$ cat src/rtl/pipe_hazard_ctrl_if.sv
// Pipeline <-> hazard controller signal bundle.
// master: the controller (drives stage enables/flushes); slave: the pipeline datapath.
interface pipe_hazard_ctrl_if;
  logic [4:0]  id_rs1;
  logic [4:0]  id_rs2;
  logic        id_uses_rs1;
  logic        id_uses_rs2;
  logic        ex_isValid;
  logic [4:0]  ex_rd;
  logic        ex_mem_read;
  logic        ex_branch_taken;
  logic        mem_isValid;
  logic        mem_mem_read;
  logic        mem_mem_write;
  logic        dmem_ready;

  logic        dmem_req;
  logic        pc_en;
  logic        ifid_en;
  logic        idex_en;
  logic        exmem_en;
  logic        memwb_en;
  logic        pc_redirect;
  logic        ifid_flush;
  logic        idex_flush;
  logic        memwb_bubble;
  logic        mem_timeout_err;
  logic [31:0] perf_cycles;
  logic [31:0] perf_mem_stall;
  logic [31:0] perf_lu_stall;
  logic [31:0] perf_flush;

  modport master (
    input  id_rs1, id_rs2, id_uses_rs1, id_uses_rs2,
    input  ex_isValid, ex_rd, ex_mem_read, ex_branch_taken,
    input  mem_isValid, mem_mem_read, mem_mem_write, dmem_ready,
    output dmem_req, pc_en, ifid_en, idex_en, exmem_en, memwb_en,
    output pc_redirect, ifid_flush, idex_flush, memwb_bubble,
    output mem_timeout_err,
    output perf_cycles, perf_mem_stall, perf_lu_stall, perf_flush
  );

  modport slave (
    output id_rs1, id_rs2, id_uses_rs1, id_uses_rs2,
    output ex_isValid, ex_rd, ex_mem_read, ex_branch_taken,
    output mem_isValid, mem_mem_read, mem_mem_write, dmem_ready,
    input  dmem_req, pc_en, ifid_en, idex_en, exmem_en, memwb_en,
    input  pc_redirect, ifid_flush, idex_flush, memwb_bubble,
    input  mem_timeout_err,
    input  perf_cycles, perf_mem_stall, perf_lu_stall, perf_flush
  );
endinterface

$ cat src/rtl/pipe_hazard_ctrl.sv
// Stall/flush controller for the 5-stage pipeline: load-use, branch redirect, data-memory wait + watchdog.
// Optional performance counters are compiled in with PIPE_PERF_CNT_EN.
module pipe_hazard_ctrl #(
  parameter int unsigned MEM_TIMEOUT = 1023
) (
  input  logic               clk,
  input  logic               reset,
  pipe_hazard_ctrl_if.master bus,
  output logic               o_dbg_state
);

  typedef enum logic {
    RUN      = 1'b0,
    MEM_WAIT = 1'b1
  } state_t;

  localparam logic [15:0] TIMEOUT_CNT = 16'(MEM_TIMEOUT);

  state_t      r_state;
  logic [15:0] r_wait_cnt;
  logic        r_timeout_err;

  logic w_mem_access;
  logic w_timeout_hit;
  logic w_mem_stall;
  logic w_branch;
  logic w_load_use;
  logic w_redirect;
  logic w_lu_stall;

  assign w_mem_access  = bus.mem_isValid & (bus.mem_mem_read | bus.mem_mem_write);
  // The watchdog cycle behaves as a completion so the pipeline moves on.
  assign w_timeout_hit = (r_state == MEM_WAIT) & w_mem_access & ~bus.dmem_ready &
                         (r_wait_cnt == TIMEOUT_CNT);
  assign w_mem_stall   = ~reset & w_mem_access & ~bus.dmem_ready & ~w_timeout_hit;

  assign w_branch   = bus.ex_isValid & bus.ex_branch_taken;
  assign w_load_use = bus.ex_isValid & bus.ex_mem_read & (bus.ex_rd != 5'd0) &
                      ((bus.id_uses_rs1 & (bus.id_rs1 == bus.ex_rd)) |
                       (bus.id_uses_rs2 & (bus.id_rs2 == bus.ex_rd)));
  // A redirect flushes the ID instruction, so it wins over load-use.
  assign w_redirect = ~reset & ~w_mem_stall & w_branch;
  assign w_lu_stall = ~reset & ~w_mem_stall & ~w_branch & w_load_use;

  always_ff @(posedge clk) begin
    if (reset) begin
      r_state       <= RUN;
      r_wait_cnt    <= 16'd0;
      r_timeout_err <= 1'b0;
    end else begin
      case (r_state)
        RUN: begin
          if (w_mem_stall) begin
            r_state    <= MEM_WAIT;
            r_wait_cnt <= 16'd1;
          end
        end
        MEM_WAIT: begin
          if (w_timeout_hit) begin
            r_timeout_err <= 1'b1;
            r_state       <= RUN;
          end else if (!w_mem_stall) begin
            r_state <= RUN;
          end else begin
            r_wait_cnt <= r_wait_cnt + 16'd1;
          end
        end
        default: r_state <= RUN;
      endcase
    end
  end

  always_comb begin
    bus.dmem_req     = 1'b0;
    bus.pc_en        = 1'b1;
    bus.ifid_en      = 1'b1;
    bus.idex_en      = 1'b1;
    bus.exmem_en     = 1'b1;
    bus.memwb_en     = 1'b1;
    bus.pc_redirect  = 1'b0;
    bus.ifid_flush   = 1'b0;
    bus.idex_flush   = 1'b0;
    bus.memwb_bubble = 1'b0;
    if (reset) begin
      bus.pc_en        = 1'b0;
      bus.ifid_en      = 1'b0;
      bus.idex_en      = 1'b0;
      bus.exmem_en     = 1'b0;
      bus.memwb_en     = 1'b0;
      bus.ifid_flush   = 1'b1;
      bus.idex_flush   = 1'b1;
      bus.memwb_bubble = 1'b1;
    end else begin
      bus.dmem_req = w_mem_access;
      if (w_mem_stall) begin
        // Freeze PC..EX/MEM; MEM/WB keeps loading bubbles behind the stalled access.
        bus.pc_en        = 1'b0;
        bus.ifid_en      = 1'b0;
        bus.idex_en      = 1'b0;
        bus.exmem_en     = 1'b0;
        bus.memwb_bubble = 1'b1;
      end else if (w_redirect) begin
        bus.pc_redirect = 1'b1;
        bus.ifid_flush  = 1'b1;
        bus.idex_flush  = 1'b1;
      end else if (w_lu_stall) begin
        bus.pc_en      = 1'b0;
        bus.ifid_en    = 1'b0;
        bus.idex_flush = 1'b1;
      end
    end
  end

  assign bus.mem_timeout_err = r_timeout_err;
  assign o_dbg_state         = r_state;

`ifdef PIPE_PERF_CNT_EN
  logic [31:0] r_perf_cycles;
  logic [31:0] r_perf_mem_stall;
  logic [31:0] r_perf_lu_stall;
  logic [31:0] r_perf_flush;

  always_ff @(posedge clk) begin
    if (reset) begin
      r_perf_cycles    <= 32'd0;
      r_perf_mem_stall <= 32'd0;
      r_perf_lu_stall  <= 32'd0;
      r_perf_flush     <= 32'd0;
    end else begin
      r_perf_cycles <= r_perf_cycles + 32'd1;
      if (w_mem_stall) r_perf_mem_stall <= r_perf_mem_stall + 32'd1;
      if (w_lu_stall)  r_perf_lu_stall  <= r_perf_lu_stall + 32'd1;
      if (w_redirect)  r_perf_flush     <= r_perf_flush + 32'd1;
    end
  end

  assign bus.perf_cycles    = r_perf_cycles;
  assign bus.perf_mem_stall = r_perf_mem_stall;
  assign bus.perf_lu_stall  = r_perf_lu_stall;
  assign bus.perf_flush     = r_perf_flush;
`else
  assign bus.perf_cycles    = 32'd0;
  assign bus.perf_mem_stall = 32'd0;
  assign bus.perf_lu_stall  = 32'd0;
  assign bus.perf_flush     = 32'd0;
`endif

endmodule

$ cat src/flat_wrapper.sv
// flat-port wrapper written by rule: the top's interface ports become plain ports
module pipe_hazard_ctrl_flat 
#(
  parameter int unsigned MEM_TIMEOUT = 1023
)
  (clk, reset, o_dbg_state, bus_id_rs1, bus_id_rs2, bus_id_uses_rs1, bus_id_uses_rs2, bus_ex_isValid, bus_ex_rd, bus_ex_mem_read, bus_ex_branch_taken, bus_mem_isValid, bus_mem_mem_read, bus_mem_mem_write, bus_dmem_ready, bus_dmem_req, bus_pc_en, bus_ifid_en, bus_idex_en, bus_exmem_en, bus_memwb_en, bus_pc_redirect, bus_ifid_flush, bus_idex_flush, bus_memwb_bubble, bus_mem_timeout_err, bus_perf_cycles, bus_perf_mem_stall, bus_perf_lu_stall, bus_perf_flush);
  pipe_hazard_ctrl_if bus_i ();
  input  logic clk;
  input  logic reset;
  output logic o_dbg_state;
  input wire logic [$bits(bus_i.id_rs1)-1:0] bus_id_rs1;
  input wire logic [$bits(bus_i.id_rs2)-1:0] bus_id_rs2;
  input wire logic [$bits(bus_i.id_uses_rs1)-1:0] bus_id_uses_rs1;
  input wire logic [$bits(bus_i.id_uses_rs2)-1:0] bus_id_uses_rs2;
  input wire logic [$bits(bus_i.ex_isValid)-1:0] bus_ex_isValid;
  input wire logic [$bits(bus_i.ex_rd)-1:0] bus_ex_rd;
  input wire logic [$bits(bus_i.ex_mem_read)-1:0] bus_ex_mem_read;
  input wire logic [$bits(bus_i.ex_branch_taken)-1:0] bus_ex_branch_taken;
  input wire logic [$bits(bus_i.mem_isValid)-1:0] bus_mem_isValid;
  input wire logic [$bits(bus_i.mem_mem_read)-1:0] bus_mem_mem_read;
  input wire logic [$bits(bus_i.mem_mem_write)-1:0] bus_mem_mem_write;
  input wire logic [$bits(bus_i.dmem_ready)-1:0] bus_dmem_ready;
  output wire logic [$bits(bus_i.dmem_req)-1:0] bus_dmem_req;
  output wire logic [$bits(bus_i.pc_en)-1:0] bus_pc_en;
  output wire logic [$bits(bus_i.ifid_en)-1:0] bus_ifid_en;
  output wire logic [$bits(bus_i.idex_en)-1:0] bus_idex_en;
  output wire logic [$bits(bus_i.exmem_en)-1:0] bus_exmem_en;
  output wire logic [$bits(bus_i.memwb_en)-1:0] bus_memwb_en;
  output wire logic [$bits(bus_i.pc_redirect)-1:0] bus_pc_redirect;
  output wire logic [$bits(bus_i.ifid_flush)-1:0] bus_ifid_flush;
  output wire logic [$bits(bus_i.idex_flush)-1:0] bus_idex_flush;
  output wire logic [$bits(bus_i.memwb_bubble)-1:0] bus_memwb_bubble;
  output wire logic [$bits(bus_i.mem_timeout_err)-1:0] bus_mem_timeout_err;
  output wire logic [$bits(bus_i.perf_cycles)-1:0] bus_perf_cycles;
  output wire logic [$bits(bus_i.perf_mem_stall)-1:0] bus_perf_mem_stall;
  output wire logic [$bits(bus_i.perf_lu_stall)-1:0] bus_perf_lu_stall;
  output wire logic [$bits(bus_i.perf_flush)-1:0] bus_perf_flush;
  assign bus_i.id_rs1 = bus_id_rs1;
  assign bus_i.id_rs2 = bus_id_rs2;
  assign bus_i.id_uses_rs1 = bus_id_uses_rs1;
  assign bus_i.id_uses_rs2 = bus_id_uses_rs2;
  assign bus_i.ex_isValid = bus_ex_isValid;
  assign bus_i.ex_rd = bus_ex_rd;
  assign bus_i.ex_mem_read = bus_ex_mem_read;
  assign bus_i.ex_branch_taken = bus_ex_branch_taken;
  assign bus_i.mem_isValid = bus_mem_isValid;
  assign bus_i.mem_mem_read = bus_mem_mem_read;
  assign bus_i.mem_mem_write = bus_mem_mem_write;
  assign bus_i.dmem_ready = bus_dmem_ready;
  assign bus_dmem_req = bus_i.dmem_req;
  assign bus_pc_en = bus_i.pc_en;
  assign bus_ifid_en = bus_i.ifid_en;
  assign bus_idex_en = bus_i.idex_en;
  assign bus_exmem_en = bus_i.exmem_en;
  assign bus_memwb_en = bus_i.memwb_en;
  assign bus_pc_redirect = bus_i.pc_redirect;
  assign bus_ifid_flush = bus_i.ifid_flush;
  assign bus_idex_flush = bus_i.idex_flush;
  assign bus_memwb_bubble = bus_i.memwb_bubble;
  assign bus_mem_timeout_err = bus_i.mem_timeout_err;
  assign bus_perf_cycles = bus_i.perf_cycles;
  assign bus_perf_mem_stall = bus_i.perf_mem_stall;
  assign bus_perf_lu_stall = bus_i.perf_lu_stall;
  assign bus_perf_flush = bus_i.perf_flush;
  pipe_hazard_ctrl #(.MEM_TIMEOUT(MEM_TIMEOUT)) u_core (.clk(clk), .reset(reset), .bus(bus_i), .o_dbg_state(o_dbg_state));
endmodule
$ cat config.mk
export PLATFORM = sky130hd
export DESIGN_NAME = pipe_hazard_ctrl_flat
export DESIGN_NICKNAME = d
export VERILOG_FILES = /design/src/rtl/pipe_hazard_ctrl_if.sv /design/src/rtl/pipe_hazard_ctrl.sv /design/src/flat_wrapper.sv
export SDC_FILE = /design/constraint.sdc
export NUM_CORES = 1
export LEC_CHECK = 0
export CAP_MARGIN = 20
export CORE_UTILIZATION = 36
export DETAILED_ROUTE_END_ITERATION = 6
export GPL_TIMING_DRIVEN = 0
export PLACE_DENSITY_LB_ADDON = 0.3
export SKIP_CTS_REPAIR_TIMING = 1
export SYNTH_ARGS = -nofsm -noshare
export SYNTH_HDL_FRONTEND = slang
export SYNTH_SLANG_ARGS = --single-unit
$ cat constraint.sdc
create_clock -name clk -period 6.59 [get_ports clk]
set_input_delay 1.318 -clock clk [delete_from_list [all_inputs] [get_ports clk]]
set_output_delay 1.318 -clock clk [all_outputs]
set_load 0.01 [all_outputs]
==> flow_summary.toml, run 1 <==
[routing]
drt_iter0_markers = 53
post-route-drc-count = 0
wl_um = 4030
drt.antenna.violating_nets = 0
drt_first_pass_iters = 4
via_per_inst = 3.56
wire_per_inst_um = 7.98
vias = 1797

[logic_synthesis]
syn_avg_cell_area_um2 = 7.87
synth_warnings = 0
ys_seq_area_frac = 0.173
synth-edff-count = 0
synth.distinct_cells = 37
synth_top_area_frac = 0.468
synth_area_leaders = "buf_4 47%, dfxtp_1 17%, xnor2_1 5.9%"
synth-main-ff-cell = "dfxtp_1"
synth_area_leader_cell = "buf_4"
synthCells = 265
synth_area_um2 = 2080
synthArstFlopShare = 0
ys_ff_latch = 18

[cts]
htree_num_levels = 1
clk_pin_slew_worst_paths_ns = 0.06
cts_buffers = 3
cts-root-buf = "clkbuf_8"
cts_tree = "built"
ctsLongestPathBuffers = 2
insertion_delay_ns = 0.26
cts.sinks = 18

[finish]
num_antenna_cells = 0
final_cell_area_um2 = 3080
area_growth_pct = 47.6
drive_gt1_frac = 0.330
final_core_util = 0.555
fin_nets = 461
fill_cells = 537

[run_status]
outcome = "completed"

[worst_setup_path]
worst-setup-path-type = "in -> out"
r2r-start = "u_core.o_dbg_state"
ff2ff_path_depth = 6
cp.required_ns = 5.27
critPathLaunch = "reset"
cp_max_fo = 10
critPathLaunchType = "input pin"
endpoint_kind = "primary output"
crit_arrival_ns = 3.43

[placed_design]
placed_area_um2 = 3020
gp_congestion = 0.743
portBuffers = 37
hpwl_um = 3520

[global_routing]
grt_max_degree = 11
overflow = 0
grt_pass1_vias = 1507
antenna_found_initial = 0
globalRouteTotalUtil = 0.127
grt_pass1_wl_um = 6270

[timing]
grt_setup_unrepaired = "no"
relSlewSlack = 0.610
hold_viol = 0
setup_tns_ns = 0
tightest_slew_ns = 0.580
whs_ns = 0.476
drv_slew = 0
fin_skew_ns = 0.00403
fmax_mhz = 210
finalSetupViolations = 0
final.period_utilization = 0.721
finalWorstPathRequiredPeriod_ns = 4.75

[min_path]
worstHoldStart = "u_core.bus.mem_timeout_err"
hold_path_depth = 2
hold_path.class = "reg -> reg"

[pwr]
max-vdd-ir-drop_uv = 63.5
power_w = 0.000343
power_leakage_nw = 1.66
pwr_density_cell_nw_per_um2 = 112

[floorplan]
initial_utilization = 0.376
rows = 27
chipWidth_um = 78.1
fp.dieH_um = 78.1
io_pins = 166
die-area_um2 = 6100
coreArea_um2 = 5540

[run]
maxCapViolations = 0
## layout by cell type (no fill, tap or decap), drive strengths merged, types with 2 or more instances in the layout
| cell | instances |
|---|---|
| or4 | 2 |
| a21oi | 4 |
| clkdlybuf4s50 | 37 |
| nor3 | 6 |
| nand4 | 6 |
| inv | 4 |
| and2 | 3 |
| a31oi | 3 |
| nand3 | 8 |
| dfxtp | 18 |
| buf | 133 |
| nor4 | 4 |
| clkbuf | 5 |
| o21ai | 4 |
| xor2 | 7 |
| xnor2 | 14 |
| conb | 128 |
| nor2 | 18 |
| o211ai | 5 |
| nand2 | 12 |
## critical path, cell delays in order
cell and delay [ns]:
clkdlybuf4s50_1 0.44, buf_2 0.23, nor3_1 0.33, o21a_1 0.19, buf_6 0.14, nor2_8 0.04
and2_1 0.15, buf_4 0.12, clkdlybuf4s50_1 0.48
## where the power goes
part	switching (W)	total, W	internal (W)
Sequential	0.00000115	0.000111	0.000109
Combinational	0.0000633	0.000141	0.0000780
Clock	0.0000380	0.0000913	0.0000532
Total	0.000103	0.000343	0.000241
## final timing paths
check                                                  end  slack, ns
worst max-delay path                             bus_pc_en       1.84
worst min-delay path            u_core.bus.mem_timeout_err       0.48
worst max register to register        u_core.r_wait_cnt[0]       4.72
worst min register to register  u_core.bus.mem_timeout_err       0.48
## logic make-up (layout without fill, tap and decap cells)
logic type,count (synthesis),after routing,share of synthesized area
xor+xnor,21,21,0.0882
other cells,1,128,0.00180
fa+ha+maj,1,1,0.00600
compound gates,20,20,0.0606
simple gates,66,66,0.180
flops,18,18,0.173
buf+inv,138,179,0.490
## through the flow
stage          cells  worst slack, ns
2_1_floorplan    392             2.82
3_3_place_gp     501             1.86
3_5_place_dp     501             1.83
4_1_cts          505             1.83
5_1_grt          505             1.73
6_report         505             1.84
## flip-flops by register name (all words and copies together), names as in the netlist
| signal | cells |
|---|---|
| u_core.bus.mem_timeout_err | 1 |
| u_core.o_dbg_state | 1 |
| u_core.r_wait_cnt | 16 |
## final cells by class
type                       instances  area (um2)  area share
buffer                           134        1010       0.327
timing repair buffer              37         370       0.120
clock buffer                       4        55.1      0.0179
multi-input combinational        236        1180       0.383
tap                               72        90.1      0.0293
sequential                        18         360       0.117
inverter                           4        15.0     0.00488
## layer usage
metal	GRT usage	vias to the layer above	wire length (um)
li1	-	947	-
met1	0.132	741	1470
met2	0.234	104	2000
met3	0.0302	5	474
met4	0.0685	0	81
met5	0	-	0
## cells in the mapped netlist, types with 2 or more instances
| master | count |
|---|---|
| buf_4 | 130 |
| a21oi_1 | 4 |
| nor2_1 | 15 |
| nor3_1 | 6 |
| o211ai_1 | 5 |
| dfxtp_1 | 18 |
| a31oi_1 | 3 |
| inv_1 | 4 |
| nand2_1 | 12 |
| nor4_1 | 4 |
| xnor2_1 | 14 |
| xor2_1 | 7 |
| or4_1 | 2 |
| o21ai_0 | 3 |
| and2_1 | 3 |
| nand3_1 | 8 |
| buf_6 | 2 |
| nand4_1 | 5 |
| nor2_2 | 2 |
Note: power is estimated with default switching activity, not from simulation.
==> run 2, diff against run 1 <==
--- a/config.mk
+++ b/config.mk
@@ -6,7 +6,7 @@
 export NUM_CORES = 1
 export LEC_CHECK = 0
 export CAP_MARGIN = 20
-export CORE_UTILIZATION = 36
+export CORE_UTILIZATION = 30
 export DETAILED_ROUTE_END_ITERATION = 6
 export GPL_TIMING_DRIVEN = 0
 export PLACE_DENSITY_LB_ADDON = 0.3
==> constraint.sdc (replaced) <==
create_clock -name clk -period 4.3 [get_ports clk]
set_input_delay 0.86 -clock clk [delete_from_list [all_inputs] [get_ports clk]]
set_output_delay 0.86 -clock clk [all_outputs]
set_load 0.01 [all_outputs]
==> flow_summary.toml, run 2 (synthesis gave the netlist of run 1 again) <==
[floorplan]
fp.dieH_um = 85.4
initial_utilization = 0.309
coreArea_um2 = 6760
chipWidth_um = 85.4
rows = 30
die-area_um2 = 7290
io_pins = 166

[finish]
num_antenna_cells = 0
seqCellArea_um2 = 360
multi_input_area_um2 = 1180
area_growth_pct = 47.4
final_cell_mix = "130 x buf_4, 128 x conb_1, 37 x clkdlybuf4s50_1"
fin_nets = 461
largest_register_ffs = 16
final_common_cell = "buf_4"
fill_cells = 693
top_register = "u_core.r_wait_cnt"
drive_gt1_frac = 0.329

[pwr]
pwr_density_cell_nw_per_um2 = 162
max-vdd-ir-drop_uv = 91.3
power_leakage_nw = 1.65
power_w = 0.000498

[cts]
clk_pin_slew_worst_paths_ns = 0.06
cts-root-buf = "clkbuf_8"
ctsLongestPathBuffers = 2
cts.sinks = 18
cts_tree = "built"
insertion_delay_ns = 0.25
cts_buffers = 3
htree_num_levels = 1

[worst_setup_path]
cp.required_ns = 3.44
endpoint_kind = "primary output"
worst-setup-path-type = "in -> out"
crit_arrival_ns = 2.97
critPathLaunchType = "input pin"
cp_max_fo = 10

[min_path]
hold_path.class = "reg -> reg"

[placed_design]
portBuffers = 37
gp_congestion = 0.791
hpwl_um = 3350

[timing]
finalWorstPathRequiredPeriod_ns = 3.83
fin_skew_ns = 0.00194
tightest_slew_ns = 0.545
hold_viol = 0
final.period_utilization = 0.891
relSlewSlack = 0.633
fmax_mhz = 261
grt_setup_unrepaired = "no"
setup_tns_ns = 0
drv_slew = 0
finalSetupViolations = 0

[routing]
wl_um = 3720
via_per_inst = 3.46
wire_per_inst_um = 7.26
drt.antenna.violating_nets = 0
drt_iter0_markers = 34
drt_first_pass_iters = 4
post-route-drc-count = 0
vias = 1769

[run]
maxCapViolations = 0

[global_routing]
grt_pass1_vias = 1379
grt_pass1_wl_um = 5800
overflow = 0
antenna_found_initial = 0
grt_max_degree = 11
globalRouteTotalUtil = 0.0963

[run_status]
outcome = "completed"
==> run 2: power breakdown <==
group	switching [W]	leakage [nW]	internal, W
Combinational	0.0000951	1.49	0.000120
Sequential	0.00000176	0.145	0.000168
Clock	0.0000516	0.0216	0.0000621
==> run 2: per-layer routing <==
| metal | vias to the layer above | wire length (um) | global-route usage |
|---|---|---|---|
| met3 | 4 | 449 | 0.0214 |
| met2 | 100 | 1860 | 0.180 |
| met1 | 716 | 1370 | 0.107 |
| met4 | 0 | 44 | 0.0348 |
| li1 | 949 | - | - |
| met5 | - | 0 | 0 |
==> run 2: stage by stage <==
stage                     worst slack [ns]  utilization  cell area (um2)  hold WS, ns  cells
after global routing                 0.317        0.455             3070        0.536    512
after floorplan                       1.45            -             2560        0.467    392
after CTS                            0.451        0.455             3070        0.480    512
after detailed placement             0.453        0.449             3030        0.461    509
final                                0.468        0.455             3070        0.479    512
after global placement               0.482        0.449             3030        0.448    509
==> run 2: worst max-delay path, cell delays in order <==
cell and delay, ns:
clkdlybuf4s50_1 0.43, buf_2 0.22, nor3_1 0.32, o21a_1 0.19, buf_6 0.14, nor2_8 0.04, and2_1 0.15, buf_4 0.12
clkdlybuf4s50_1 0.48
==> run 2: final cells by class <==
cell class | instances | share of cell area
plain buffers | 134 | 0.328
clock buffers | 3 | 0.0134
inverters | 4 | 0.00489
multi-input cells | 236 | 0.384
flip-flops and latches | 18 | 0.117
well taps | 80 | 0.0326
repair buffers | 37 | 0.121
==> run 2: path summary, 6_finish.rpt <==
kind	start	depth (start not counted)	to	slack [ns]
worst min-delay path	u_core.bus.mem_timeout_err	2	u_core.bus.mem_timeout_err	0.48
worst min register to register	u_core.bus.mem_timeout_err	2	u_core.bus.mem_timeout_err	0.48
worst max-delay path	reset	9	bus_pc_en	0.47
worst max register to register	u_core.o_dbg_state	6	u_core.r_wait_cnt[0]	2.42
